===== config.mk =====
export PLATFORM = sky130hd
export DESIGN_NAME = multi_tick_gen
export DESIGN_NICKNAME = d
export VERILOG_FILES = /design/src/rtl/multi_tick_pkg.sv /design/src/rtl/tick_channel.sv /design/src/rtl/multi_tick_gen.sv
export SDC_FILE = /design/constraint.sdc
export NUM_CORES = 1
export LEC_CHECK = 0
export ABC_AREA = 1
export BUFFER_PORTS_ARGS = -buffer_cell sky130_fd_sc_hd__buf_2
export CAP_MARGIN = 20
export CELL_PAD_IN_SITES_DETAIL_PLACEMENT = 1
export CELL_PAD_IN_SITES_GLOBAL_PLACEMENT = 1
export CORE_UTILIZATION = 46
export CTS_BUF_LIST = sky130_fd_sc_hd__clkbuf_4 sky130_fd_sc_hd__clkbuf_8 sky130_fd_sc_hd__clkbuf_16
export CTS_CLUSTER_DIAMETER = 50
export DETAILED_ROUTE_END_ITERATION = 10
export PLACE_DENSITY_LB_ADDON = 0.12
export SLEW_MARGIN = 15
export SYNTH_ARGS = -nofsm -noshare
export SYNTH_HDL_FRONTEND = slang
export SYNTH_SLANG_ARGS = --single-unit

===== constraint.sdc =====
create_clock -name clkIn -period 2.6 [get_ports clkIn]
set_input_delay 0.13 -clock clkIn [delete_from_list [all_inputs] [get_ports clkIn]]
set_output_delay 0.13 -clock clkIn [all_outputs]
set_load 0.02 [all_outputs]

===== src/rtl/multi_tick_pkg.sv =====
// Shared defaults and helpers for the multi-channel tick generator.
// Holds channel count, counter width, reset divisor and index-width function.
package multi_tick_pkg;

  localparam int          NUM_CH_DEF      = 4;
  localparam int          CNT_W_DEF       = 27;
  localparam int unsigned DEFAULT_DIV_DEF = 100_000_000;

  // Width of a channel index; never below one bit.
  function automatic int ch_idx_w(input int n);
    return (n <= 1) ? 1 : $clog2(n);
  endfunction

endpackage


===== src/rtl/tick_channel.sv =====
// One tick channel: counter, active and shadow divisor, tick and square.
// Ports: clk, rst_n, adv, restart, load, load_div -> tick, square.
module tick_channel #(
  parameter int               CNT_W   = 27,
  parameter logic [CNT_W-1:0] RST_DIV = '0
) (
  input  logic             clk,
  input  logic             rst_n,
  input  logic             adv,
  input  logic             restart,
  input  logic             load,
  input  logic [CNT_W-1:0] load_div,
  output logic             tick,
  output logic             square
);

  logic [CNT_W-1:0] count_q, count_d;
  logic [CNT_W-1:0] active_q, active_d;
  logic [CNT_W-1:0] shadow_q, shadow_d;
  logic             tick_q, tick_d;
  logic             square_q, square_d;
  logic [CNT_W-1:0] last;
  logic             wrap;

  always_comb begin
    // Divisors 0 and 1 both mean "wrap every advance".
    last = (active_q <= CNT_W'(1)) ? '0 : active_q - CNT_W'(1);
    wrap = adv && (count_q == last);

    count_d  = count_q;
    active_d = active_q;
    shadow_d = shadow_q;
    tick_d   = 1'b0;
    square_d = square_q;

    if (load) shadow_d = load_div;

    // Active divisor only changes when count restarts at 0, so a
    // running period is never cut short; a load coinciding with a
    // wrap lands in shadow and waits for the following wrap.
    if (restart) begin
      count_d  = '0;
      active_d = shadow_q;
    end else if (wrap) begin
      count_d  = '0;
      active_d = shadow_q;
      tick_d   = 1'b1;
      square_d = ~square_q;
    end else if (adv) begin
      count_d = count_q + CNT_W'(1);
    end
  end

  always_ff @(posedge clk or negedge rst_n) begin
    if (!rst_n) begin
      count_q  <= '0;
      active_q <= RST_DIV;
      shadow_q <= RST_DIV;
      tick_q   <= 1'b0;
      square_q <= 1'b0;
    end else begin
      count_q  <= count_d;
      active_q <= active_d;
      shadow_q <= shadow_d;
      tick_q   <= tick_d;
      square_q <= square_d;
    end
  end

  assign tick   = tick_q;
  assign square = square_q;

endmodule


===== src/rtl/multi_tick_gen.sv =====
// NUM_CH independent programmable tick/square generators on one clock.
// Ports: clkIn, reset(n), load/load_ch/load_div, enable, restart -> tick, square.
// Define MULTI_TICK_CASCADE_EN to chain channel k behind tick[k-1].
module multi_tick_gen
  import multi_tick_pkg::*;
#(
  parameter int          NUM_CH      = NUM_CH_DEF,
  parameter int          CNT_W       = CNT_W_DEF,
  parameter int unsigned DEFAULT_DIV = DEFAULT_DIV_DEF
) (
  input  logic                          clkIn,
  input  logic                          reset,
  input  logic                          load,
  input  logic [ch_idx_w(NUM_CH)-1:0]   load_ch,
  input  logic [CNT_W-1:0]              load_div,
  input  logic [NUM_CH-1:0]             enable,
  input  logic [NUM_CH-1:0]             restart,
  output logic [NUM_CH-1:0]             tick,
  output logic [NUM_CH-1:0]             square
);

  logic [NUM_CH-1:0] adv;
  logic [NUM_CH-1:0] sel;

  for (genvar k = 0; k < NUM_CH; k++) begin : g_ch
    // Out-of-range indices match no channel and are dropped.
    assign sel[k] = load && (int'(load_ch) == k);

`ifdef MULTI_TICK_CASCADE_EN
    if (k == 0) begin : g_head
      assign adv[k] = enable[k];
    end else begin : g_link
      assign adv[k] = enable[k] & tick[k-1];
    end
`else
    assign adv[k] = enable[k];
`endif

    tick_channel #(
      .CNT_W   (CNT_W),
      .RST_DIV (CNT_W'(DEFAULT_DIV))
    ) u_ch (
      .clk      (clkIn),
      .rst_n    (reset),
      .adv      (adv[k]),
      .restart  (restart[k]),
      .load     (sel[k]),
      .load_div (load_div),
      .tick     (tick[k]),
      .square   (square[k])
    );
  end

endmodule


---- Word-level counts from Yosys, hierarchy flattened ----
Index checks and enable logic that the tools add are counted.
word-level totals
  register bits after elaboration ......... 332
  bits of input ports ..................... 40
  logic and storage cells ................. 100
cells by class
  add/sub/neg operators ................... 8
  magnitude comparators ................... 4
  eq/ne operators ......................... 7
  multiplexer cells ....................... 32
  bitwise logic cells ..................... 8
  reductions and logical operators ........ 21
operator list
  kind                   number
  $mux 27                24
  $add 27x1->27 const B  4
  $eq 27x27->1           4
  $le 27x1->1 const B    4
  $sub 27x1->27 const B  4
  $reduce_bool 3->1      4
  $logic_and 1x1->1      8
  $mux 1                 8
  $not 1->1              8
  $reduce_and 2->1       4
  $reduce_bool 2->1      4
  $eq 2x2->1 const B     2
  $eq 2x1->1 const B     1
  $logic_not 2->1        1

---- Depth between registers and ports, before layout ----
Gate-level depths: netlist of the first run.
  depth after elaboration ................. 6
  depth in mapped cells ................... 22
  gate-level depth less buffers ........... 20

---- Cells and area by module ----
Synthesis of the first run repeated with hierarchy kept, for this count alone.
second synthesis, totals
  cells, all modules ...................... 2701
  area total of the unflattened synthesis .. 20138.1 µm²
modules (own cells, without submodules)
  module                            instances  cells an instance  area each (µm²)
  tick_channel at g_ch[0].u_ch ...  3          671                4982.3
  tick_channel at g_ch[3].u_ch      1          680                5161.2
  multi_tick_gen                    1          8                  30.0

---- Least setup slack after synthesis of the first run ----
No wires, ideal clock.
  kind .................................... flip-flop to flip-flop
  start point ............................. register g_ch[3].u_ch.active_q[0]
  end point ............................... register g_ch[3].u_ch.active_q[25]
  arrival time ............................ 2.211 ns
  setup slack ............................. 0.272 ns
  cell stages (with the launch flop) ...... 20
  cell sequence ........................... dfrtp_1 > inv_1 > ha_1 > nand3_1 > nor2_2 > nand3b_1 > nand2_1 > nand2_1 > nand2_1 > nand2_1 > nor2_1 > nand2_1 > nor2_1 > nand2_1 > inv_1 > nand2_1 > buf_2 > buf_6 > nand3_1 > nand2_1
between the ends
  longest elaborated chain between the ends .. 5
RTL lines
  element                                              line                text
  from (decl)                                          tick_channel.sv:18  logic [CNT_W-1:0] active_q, active_d;
  from (signal assigned)                               tick_channel.sv:63  active_q <= active_d;
  $sub 27x1->27 / $le 27x1->1 (equally long branches)  tick_channel.sv:27  last = (active_q <= CNT_W'(1)) ? '0 : active_q - CNT_W'(1);
  $mux 27 (*)                                          tick_channel.sv:27
  $eq 27x27->1 (*)                                     tick_channel.sv:28  wrap = adv && (count_q == last);
  $logic_and 1x1->1 (*)                                tick_channel.sv:28
  $reduce_bool 2->1 (no source line) (*)               --
Every way passes the cells marked *; elsewhere a longest branch is shown, timed or not.
A chain may end at the register's enable or synchronous reset.

---- Worst setup path in the final report of the first run ----
  start point ............................. register g_ch[2].u_ch.active_q[10]
  end point ............................... register g_ch[2].u_ch.active_q[14]
between the ends
  longest elaborated chain between the ends .. 5
RTL lines
  element                                              line
  from (decl)                                          tick_channel.sv:18
  from (signal assigned)                               tick_channel.sv:63
  $sub 27x1->27 / $le 27x1->1 (equally long branches)  tick_channel.sv:27
  $mux 27 (*)                                          tick_channel.sv:27
  $eq 27x27->1 (*)                                     tick_channel.sv:28
  $logic_and 1x1->1 (*)                                tick_channel.sv:28
  $reduce_bool 2->1 (no source line) (*)               --
Marks and branches as above.

==> results of run 1 <==
-- area by class of cell --
type | instances | area [um^2]
fillers | 5452 | 15300
well taps | 592 | 741
inverters | 343 | 1290
repair buffers | 455 | 4410
clock buffers | 61 | 1310
multi-input cells | 2307 | 12500
flip-flops and latches | 332 | 8480
clock inverters | 19 | 262
diodes | 4 | 10.0
-- stage by stage --
stage	instances	hold slack, ps	utilization [%]
after CTS	4013	7.12	59.2
after detailed placement	3817	64.6	51.7
after global placement	3817	55.7	51.7
after global routing	4109	5.53	65.4
final	4113	9.90	65.4
after floorplan	3068	-166	-
-- where the power goes --
part           switching (mW)  internal (mW)
registers               0.951           5.93
logic                    4.43           2.50
clock network            2.91           4.06
total                    8.30           12.5
-- worst max-delay path by stage --
stage	from	to	depth (start not counted)	slack [ps]
2_1_floorplan	g_ch[3].u_ch.active_q[0]$_DFFE_PN0P_	g_ch[3].u_ch.active_q[25]$_DFFE_PN0P_	19	270
3_3_place_gp	g_ch[3].u_ch.active_q[0]$_DFFE_PN0P_	g_ch[3].u_ch.active_q[18]$_DFFE_PN1P_	17	-100
3_5_place_dp	g_ch[3].u_ch.active_q[0]$_DFFE_PN0P_	g_ch[3].u_ch.active_q[18]$_DFFE_PN1P_	17	-300
4_1_cts	g_ch[1].u_ch.active_q[3]$_DFFE_PN0P_	g_ch[1].u_ch.active_q[20]$_DFFE_PN1P_	19	-90
5_1_grt	g_ch[3].u_ch.active_q[14]$_DFFE_PN1P_	g_ch[3].u_ch.active_q[19]$_DFFE_PN0P_	20	-740
6_report	g_ch[2].u_ch.active_q[10]$_DFFE_PN0P_	g_ch[2].u_ch.active_q[14]$_DFFE_PN1P_	17	-720
-- registers in the layout, indices dropped and copies added (netlist names) --
signal              count
g_ch.u_ch.square        4
g_ch.u_ch.tick          4
g_ch.u_ch.count_q     108
g_ch.u_ch.shadow_q    108
g_ch.u_ch.active_q    108
-- cells by family after synthesis --
group                      Yosys count  share of synthesized area (%)
adders and majority gates           12                          0.723
buffers and inverters              432                           8.90
and+or+nand+nor                   2002                           40.6
DFF                                332                           40.6
xor gates and xnor gates           117                           4.94
AOI/OAI and AO/OA                  173                           4.27
-- placed cells by master, fill, tap and decap left out, types with 9 or more instances in the layout --
| cell type | instances |
|---|---|
| buf_12 | 30 |
| buf_16 | 13 |
| buf_2 | 46 |
| buf_4 | 299 |
| buf_6 | 19 |
| clkbuf_16 | 65 |
| clkbuf_4 | 9 |
| dfrtp_1 | 194 |
| dfrtp_2 | 42 |
| dfstp_2 | 96 |
| dlygate4sd3_1 | 27 |
| inv_1 | 319 |
| inv_2 | 19 |
| nand2_1 | 897 |
| nand2_2 | 151 |
| nand2_4 | 52 |
| nand3_1 | 250 |
| nand3_2 | 42 |
| nand3b_1 | 25 |
| nand4_1 | 54 |
| nor2_1 | 289 |
| nor2_2 | 108 |
| nor2_4 | 84 |
| nor3_1 | 25 |
| o21ai_0 | 142 |
| o21ai_1 | 12 |
| xnor2_1 | 11 |
| xor2_1 | 101 |
-- cell usage after synthesis (2+ instances only) --
cell	n
buf_2	13
buf_4	26
dfrtp_1	236
ha_1	12
nor2_8	2
o21bai_1	4
o21ai_1	2
a21oi_1	9
nor4_1	9
dfstp_2	96
buf_6	15
buf_1	11
xor2_1	104
nor2_1	448
xnor2_1	13
clkinv_1	4
nor2_4	12
nor2_2	18
nand2_2	13
nand3_2	4
nor3_1	28
inv_2	2
nand4_1	54
nand3_1	296
clkbuf_1	24
nand2_1	1089
nand3b_1	25
inv_1	337
o21ai_0	154
-- timing repair --
action	4_1_cts	5_1_grt
cloned	18	21
buffers inserted	72	81
setup endpoints to repair	212	224
endpoints found under the hold margin	309	0
hold buffers	27	0
gates resized for setup	177	519
pin swaps	34	141
-- worst max-delay path, stage by stage (launching register included) --
cell	delay (ps)
dfrtp_2	470
nor2_1	230
nand2_1	150
inv_1	140
nand2_4	90
nor2_4	220
nor2_4	80
buf_12	150
clkbuf_16	170
nand3_1	110
nand2_1	110
nor2_1	170
nand3_1	110
nor2_1	170
nand3_2	130
buf_4	280
nand3_1	130
nand2_1	230
-- routing by layer --
layer	vias to the layer above	track usage, %	part of all wire (%)
met3	970	6.16	9.9
met1	12800	44.7	34
met2	2129	64.6	46
met5	-	0	0.077
met4	12	16.7	10
li1	10400	-	-
==> results.yml, run 1 <==
status:
  status: "finished with violations"
  violations: "negative setup slack"
power_and_ir_drop:
  power_leakage_nw: 14.3
  irDropWorstVdd_v: 0.000691
  power.density_mw_per_mm2: 717
  total_power_mw: 20.8
die:
  io_pins: 48
  row_count: 77
  die_h_um: 214
  dieArea_mm2: 0.0460
  coreArea_mm2: 0.0443
  start_util_pct: 46.8
  die_x_um: 214
clock_tree:
  htreeDepth: 2
  cts_buffer_depth: 3
  numCtsBuffers: 43
  clkTransAtPathRegs_ps: 80
  cts_tree: "yes"
  root_buffer: "clkbuf_16"
  clkLatencyLatePin_ps: 640
  cts.sinks: 332
timing:
  fin_skew_ps: 43.4
  rsz0062_at_grt: "yes"
  tns_ps: -118830
  fmax_mhz: 301
  relSlewSlack_pct: 46.0
  layout_min_cycle_time_ps: 3320
  slew_viol_final: 0
  layout_setup_ws_ps: -719
  worstMarginPinSlew_ps: 801
  finalSetupViolCount: 224
  final.period_utilization_pct: 128
  finalHoldViolCount: 0
global_route:
  grt_max_degree: 80
  grt_overflow: 0
  grt_pass1_wl_um: 135000
  antenna_found_initial: 7
  grt_pass1_vias: 24600
  grt.total_usage_pct: 37.0
worst_setup_path:
  cp_data_arrival_time_ps: 3800
  cp_max_fo: 29
  worst_r2r_path_depth: 17
  critical_path_class: "flip-flop to flip-flop"
  r2r_setup_slack_ps: -720
  cp-end-kind: "flip-flop"
  reg2reg_to: "g_ch[2].u_ch.active_q[14]$_DFFE_PN1P_"
  worstSetupStartpointType: "flip-flop"
  critPathRequiredTime_ps: 3080
  timing.rr.start: "g_ch[2].u_ch.active_q[10]$_DFFE_PN0P_"
cells_and_area:
  drive_above_1_share_pct: 32.4
  syn2layout_area_growth_pct: 39.7
  nets: 3534
  stdcell_area_mm2: 0.0290
synthesis:
  synth_area_mm2: 0.0208
  avgSynthCellArea_um2: 6.76
  yosys_warnings: 0
  synth_cell_types: 37
  synth_edf_count: 0
  synth_top_area_cell: "dfrtp_1"
  synth_fp_nets: 3120
  yosysTopAreaCellShare_pct: 28.5
  synthFlopType: "dfrtp_1"
  syn_inst: 3068
  yosysSeqAreaShare_pct: 40.6
  async_flop_share_pct: 100
  synth_seq_cells: 332
  synth_top_cells_by_area: "dfrtp_1, nand2_1, dfstp_2, nor2_1, nand3_1"
worst_hold_path:
  whs_endpoint: "g_ch[2].u_ch.shadow_q[5]$_DFFE_PN0P_"
  hold_path.class: "primary input to flip-flop"
  hp-start: "load_div[5]"
  hold_depth: 3
placement:
  dp.final_hpwl_um: 52100
  io_buffers: 47
  finalWeightedCongestion: 0.929
  dpl_cell_area_mm2: 0.0229
  pre_cts_ws_ps: -299
routing:
  drc: 0
  totalWireLength_um: 118000
  vias_per_cell: 6.39
  ant_nets: 0
  wl_per_cell_um: 28.6
  drt_iter0_markers: 3103
  drt-pass1-iter-count: 9
  vias: 26300
flow_run:
  maxCapViolCount: 0
No activity file was read; power rests on OpenSTA's default activity.
==> inputs of run 2 (changes only) <==
--- a/config.mk
+++ b/config.mk
@@ -6,14 +6,14 @@
 export NUM_CORES = 1
 export LEC_CHECK = 0
 export ABC_AREA = 1
-export BUFFER_PORTS_ARGS = -buffer_cell sky130_fd_sc_hd__buf_2
 export CAP_MARGIN = 20
 export CELL_PAD_IN_SITES_DETAIL_PLACEMENT = 1
 export CELL_PAD_IN_SITES_GLOBAL_PLACEMENT = 1
-export CORE_UTILIZATION = 46
+export CORE_UTILIZATION = 47
 export CTS_BUF_LIST = sky130_fd_sc_hd__clkbuf_4 sky130_fd_sc_hd__clkbuf_8 sky130_fd_sc_hd__clkbuf_16
 export CTS_CLUSTER_DIAMETER = 50
 export DETAILED_ROUTE_END_ITERATION = 10
+export DONT_BUFFER_PORTS = 1
 export PLACE_DENSITY_LB_ADDON = 0.12
 export SLEW_MARGIN = 15
 export SYNTH_ARGS = -nofsm -noshare
==> run 2 against run 1 <==
Net effect: the flow finishes with violations (negative hold slack, negative setup slack); die area fell by 2.1%; utilization rose by 0.080 points; sequential share of layout area increased by 0.63 points; cell area down 2.3%; flip-flop and latch count did not move; register-to-register slack improved by 80 ps; clock-buffer cell count is 12 lower; worst hold slack worse by 770 ps; global-route usage fell by 2.4 points; wire length decreased by 9.2%; critical endpoint is now g_ch[3].u_ch.active_q[2]$_DFFE_PN0P_.
==> results.yml, run 2 (same netlist as run 1, synthesis figures left out) <==
status:
  status: "finished with violations"
  violations: "negative hold slack, negative setup slack"
placement:
  dp_cells: 3751
  dp.final_hpwl_um: 50800
  io_buffers: 0
  finalWeightedCongestion: 0.925
  pre_cts_ws_ps: -161
worst_setup_path:
  cp_top_family: "simple AND/OR/NAND/NOR gates"
  cp_data_arrival_time_ps: 3800
  cp.depth: 16
  worstSetupStartpointType: "flip-flop"
  slowest_stage: "dfrtp_2"
  critical_path_class: "flip-flop to flip-flop"
  worst_r2r_path_depth: 16
  path_cells: "nor2_4 > buf_4 > nand2_1 > nor2_1 > nand4_1 > nand3_2 > nand2_1 > nand2_1 > nand2_1 > nor2_2 > nand3_2 > o21ai_4 > buf_12 > buf_12 > nand2_2 > nand2_2"
  worst-path-buf-inv: 3
  critPathRequiredTime_ps: 3160
  timing.rr.start: "g_ch[3].u_ch.active_q[10]$_DFFE_PN0P_"
  reg2reg_to: "g_ch[3].u_ch.active_q[2]$_DFFE_PN0P_"
  cp_common_cell: "nand2_1"
  cp-end-kind: "flip-flop"
  cp-startpoint: "g_ch[3].u_ch.active_q[10]$_DFFE_PN0P_"
  critPathCapture: "g_ch[3].u_ch.active_q[2]$_DFFE_PN0P_"
  slowest_delay_ps: 500
  r2r_setup_slack_ps: -640
  cp_max_fo: 8
timing:
  rsz0062_at_grt: "yes"
  layout_setup_ws_ps: -639
  whs_ps: -758
  finalSetupViolCount: 224
  relSlewSlack_pct: 22.5
  tns_ps: -99060
  fin_skew_ps: 42.5
  slew_viol_final: 0
  finalHoldViolCount: 332
  worstMarginPinSlew_ps: 1160
  layout_min_cycle_time_ps: 3240
  final.period_utilization_pct: 125
  fmax_mhz: 309
global_route:
  antenna_found_initial: 8
  grt_pass1_vias: 22800
  grt.total_usage_pct: 34.6
  grt_overflow: 0
  grt_max_degree: 333
  grt_pass1_wl_um: 122000
clock_tree:
  cts_tree: "yes"
  numCtsBuffers: 44
  clkLatencyLatePin_ps: 620
  cts_buffer_depth: 3
  htreeDepth: 2
  clkTransAtPathRegs_ps: 80
  cts.sinks: 332
  ctsHoldBuffers: 34
  root_buffer: "clkbuf_16"
routing:
  drt-pass1-iter-count: 6
  wl_per_cell_um: 26.6
  drc: 0
  vias: 24800
  drt_iter0_markers: 2607
  ant_nets: 0
  totalWireLength_um: 107000
  vias_per_cell: 6.19
cells_and_area:
  drive_above_1_share_pct: 30.6
  syn2layout_area_growth_pct: 36.6
  fillers: 5297
  nets: 3440
  ff_latch_area_mm2: 0.00847
  layout.cells.non_filler: 4014
  multi_input_area_mm2: 0.0125
  layout_common_cells: "nand2_1, inv_1, nor2_1, buf_4, nand3_1"
  largestRegisters: "g_ch.u_ch.active_q: 108 flops, g_ch.u_ch.count_q: 108 flops, g_ch.u_ch.shadow_q: 108 flops"
  final_common_cell: "nand2_1"
power_and_ir_drop:
  pwr-share-clk_pct: 33.6
  swShare_pct: 39.5
  irDropWorstVdd_v: 0.000684
  power_leakage_nw: 13.9
  comb_power_share_pct: 32.3
  power_frac_seq_pct: 34.1
  netSwitchingPower_mw: 7.90
  power.density_mw_per_mm2: 705
  internal_power_mw: 12.1
die:
  start_util_pct: 48.0
  dieArea_mm2: 0.0450
  coreArea_mm2: 0.0433
  die_x_um: 212
  row_count: 76
  die_h_um: 212
  io_pins: 48
worst_hold_path:
  hold_path.class: "primary input to asynchronous set/reset pin"
flow_run:
  maxCapViolCount: 0
==> run 2: cell types whose count changed in the layout (fill, tap and decap cells not counted), sizes merged <==
cell,change
inv,+8
nor2,-2
diode,+2
buf,-103
clkinvlp,+3
clkinv,+2
dlygate4sd3,+7
clkbuf,-9
==> run 2: final cells by class <==
class,instances,share of cell area [%]
multi-input combinational,2305,44.1
sequential,332,29.9
timing repair buffer,362,13.4
inverter,343,4.54
clock buffer,49,4.08
tap,585,2.58
clock inverter,32,1.32
antenna,6,0.0530
==> run 2: per-stage QoR <==
stage,hold WS [ps],utilization [%],instance area (um^2),power (mW)
3_3_place_gp,-156,52.2,22600,10.6
3_5_place_dp,-153,52.2,22600,10.8
5_1_grt,-768,65.5,28300,20.4
6_report,-758,65.5,28300,20.0
2_1_floorplan,-166,-,20800,9.07
4_1_cts,-772,59.0,25500,17.8
==> run 2: repair_timing <==
item | CTS | global route
buffers inserted | 47 | 64
gates cloned | 12 | 23
resized for setup | 144 | 530
setup endpoints to repair | 220 | 224
endpoints found under the hold margin | 455 | 332
pin swaps | 38 | 134
==> run 2: power groups by stage <==
stage,Sequential [mW],Combinational [mW],Clock (mW)
2_1_floorplan,6.35,2.72,0
3_3_place_gp,6.51,4.05,0
3_5_place_dp,6.54,4.24,0
4_1_cts,6.50,4.71,6.54
5_1_grt,6.83,6.76,6.86
6_report,6.82,6.45,6.73
==> run 2: layer usage <==
layer	vias up	global-route usage (%)	routed length (um)
li1	10200	-	-
met4	4	12.1	9000
met3	715	5.11	9540
met5	-	0	27
met1	12200	42.5	37400
met2	1753	61.6	50800
==> run 2: how the worst min path moves through the flow <==
stage | startpoint | end | slack (ps) | depth (start not counted)
2_1_floorplan | reset | g_ch[0].u_ch.active_q[0]$_DFFE_PN0P_ | -170 | 0
3_3_place_gp | reset | g_ch[1].u_ch.count_q[14]$_DFFE_PN0P_ | -160 | 0
3_5_place_dp | reset | g_ch[1].u_ch.count_q[12]$_DFFE_PN0P_ | -150 | 0
4_1_cts | reset | g_ch[1].u_ch.count_q[12]$_DFFE_PN0P_ | -770 | 0
5_1_grt | reset | g_ch[1].u_ch.count_q[11]$_DFFE_PN0P_ | -770 | 0
6_report | reset | g_ch[1].u_ch.count_q[11]$_DFFE_PN0P_ | -760 | 0
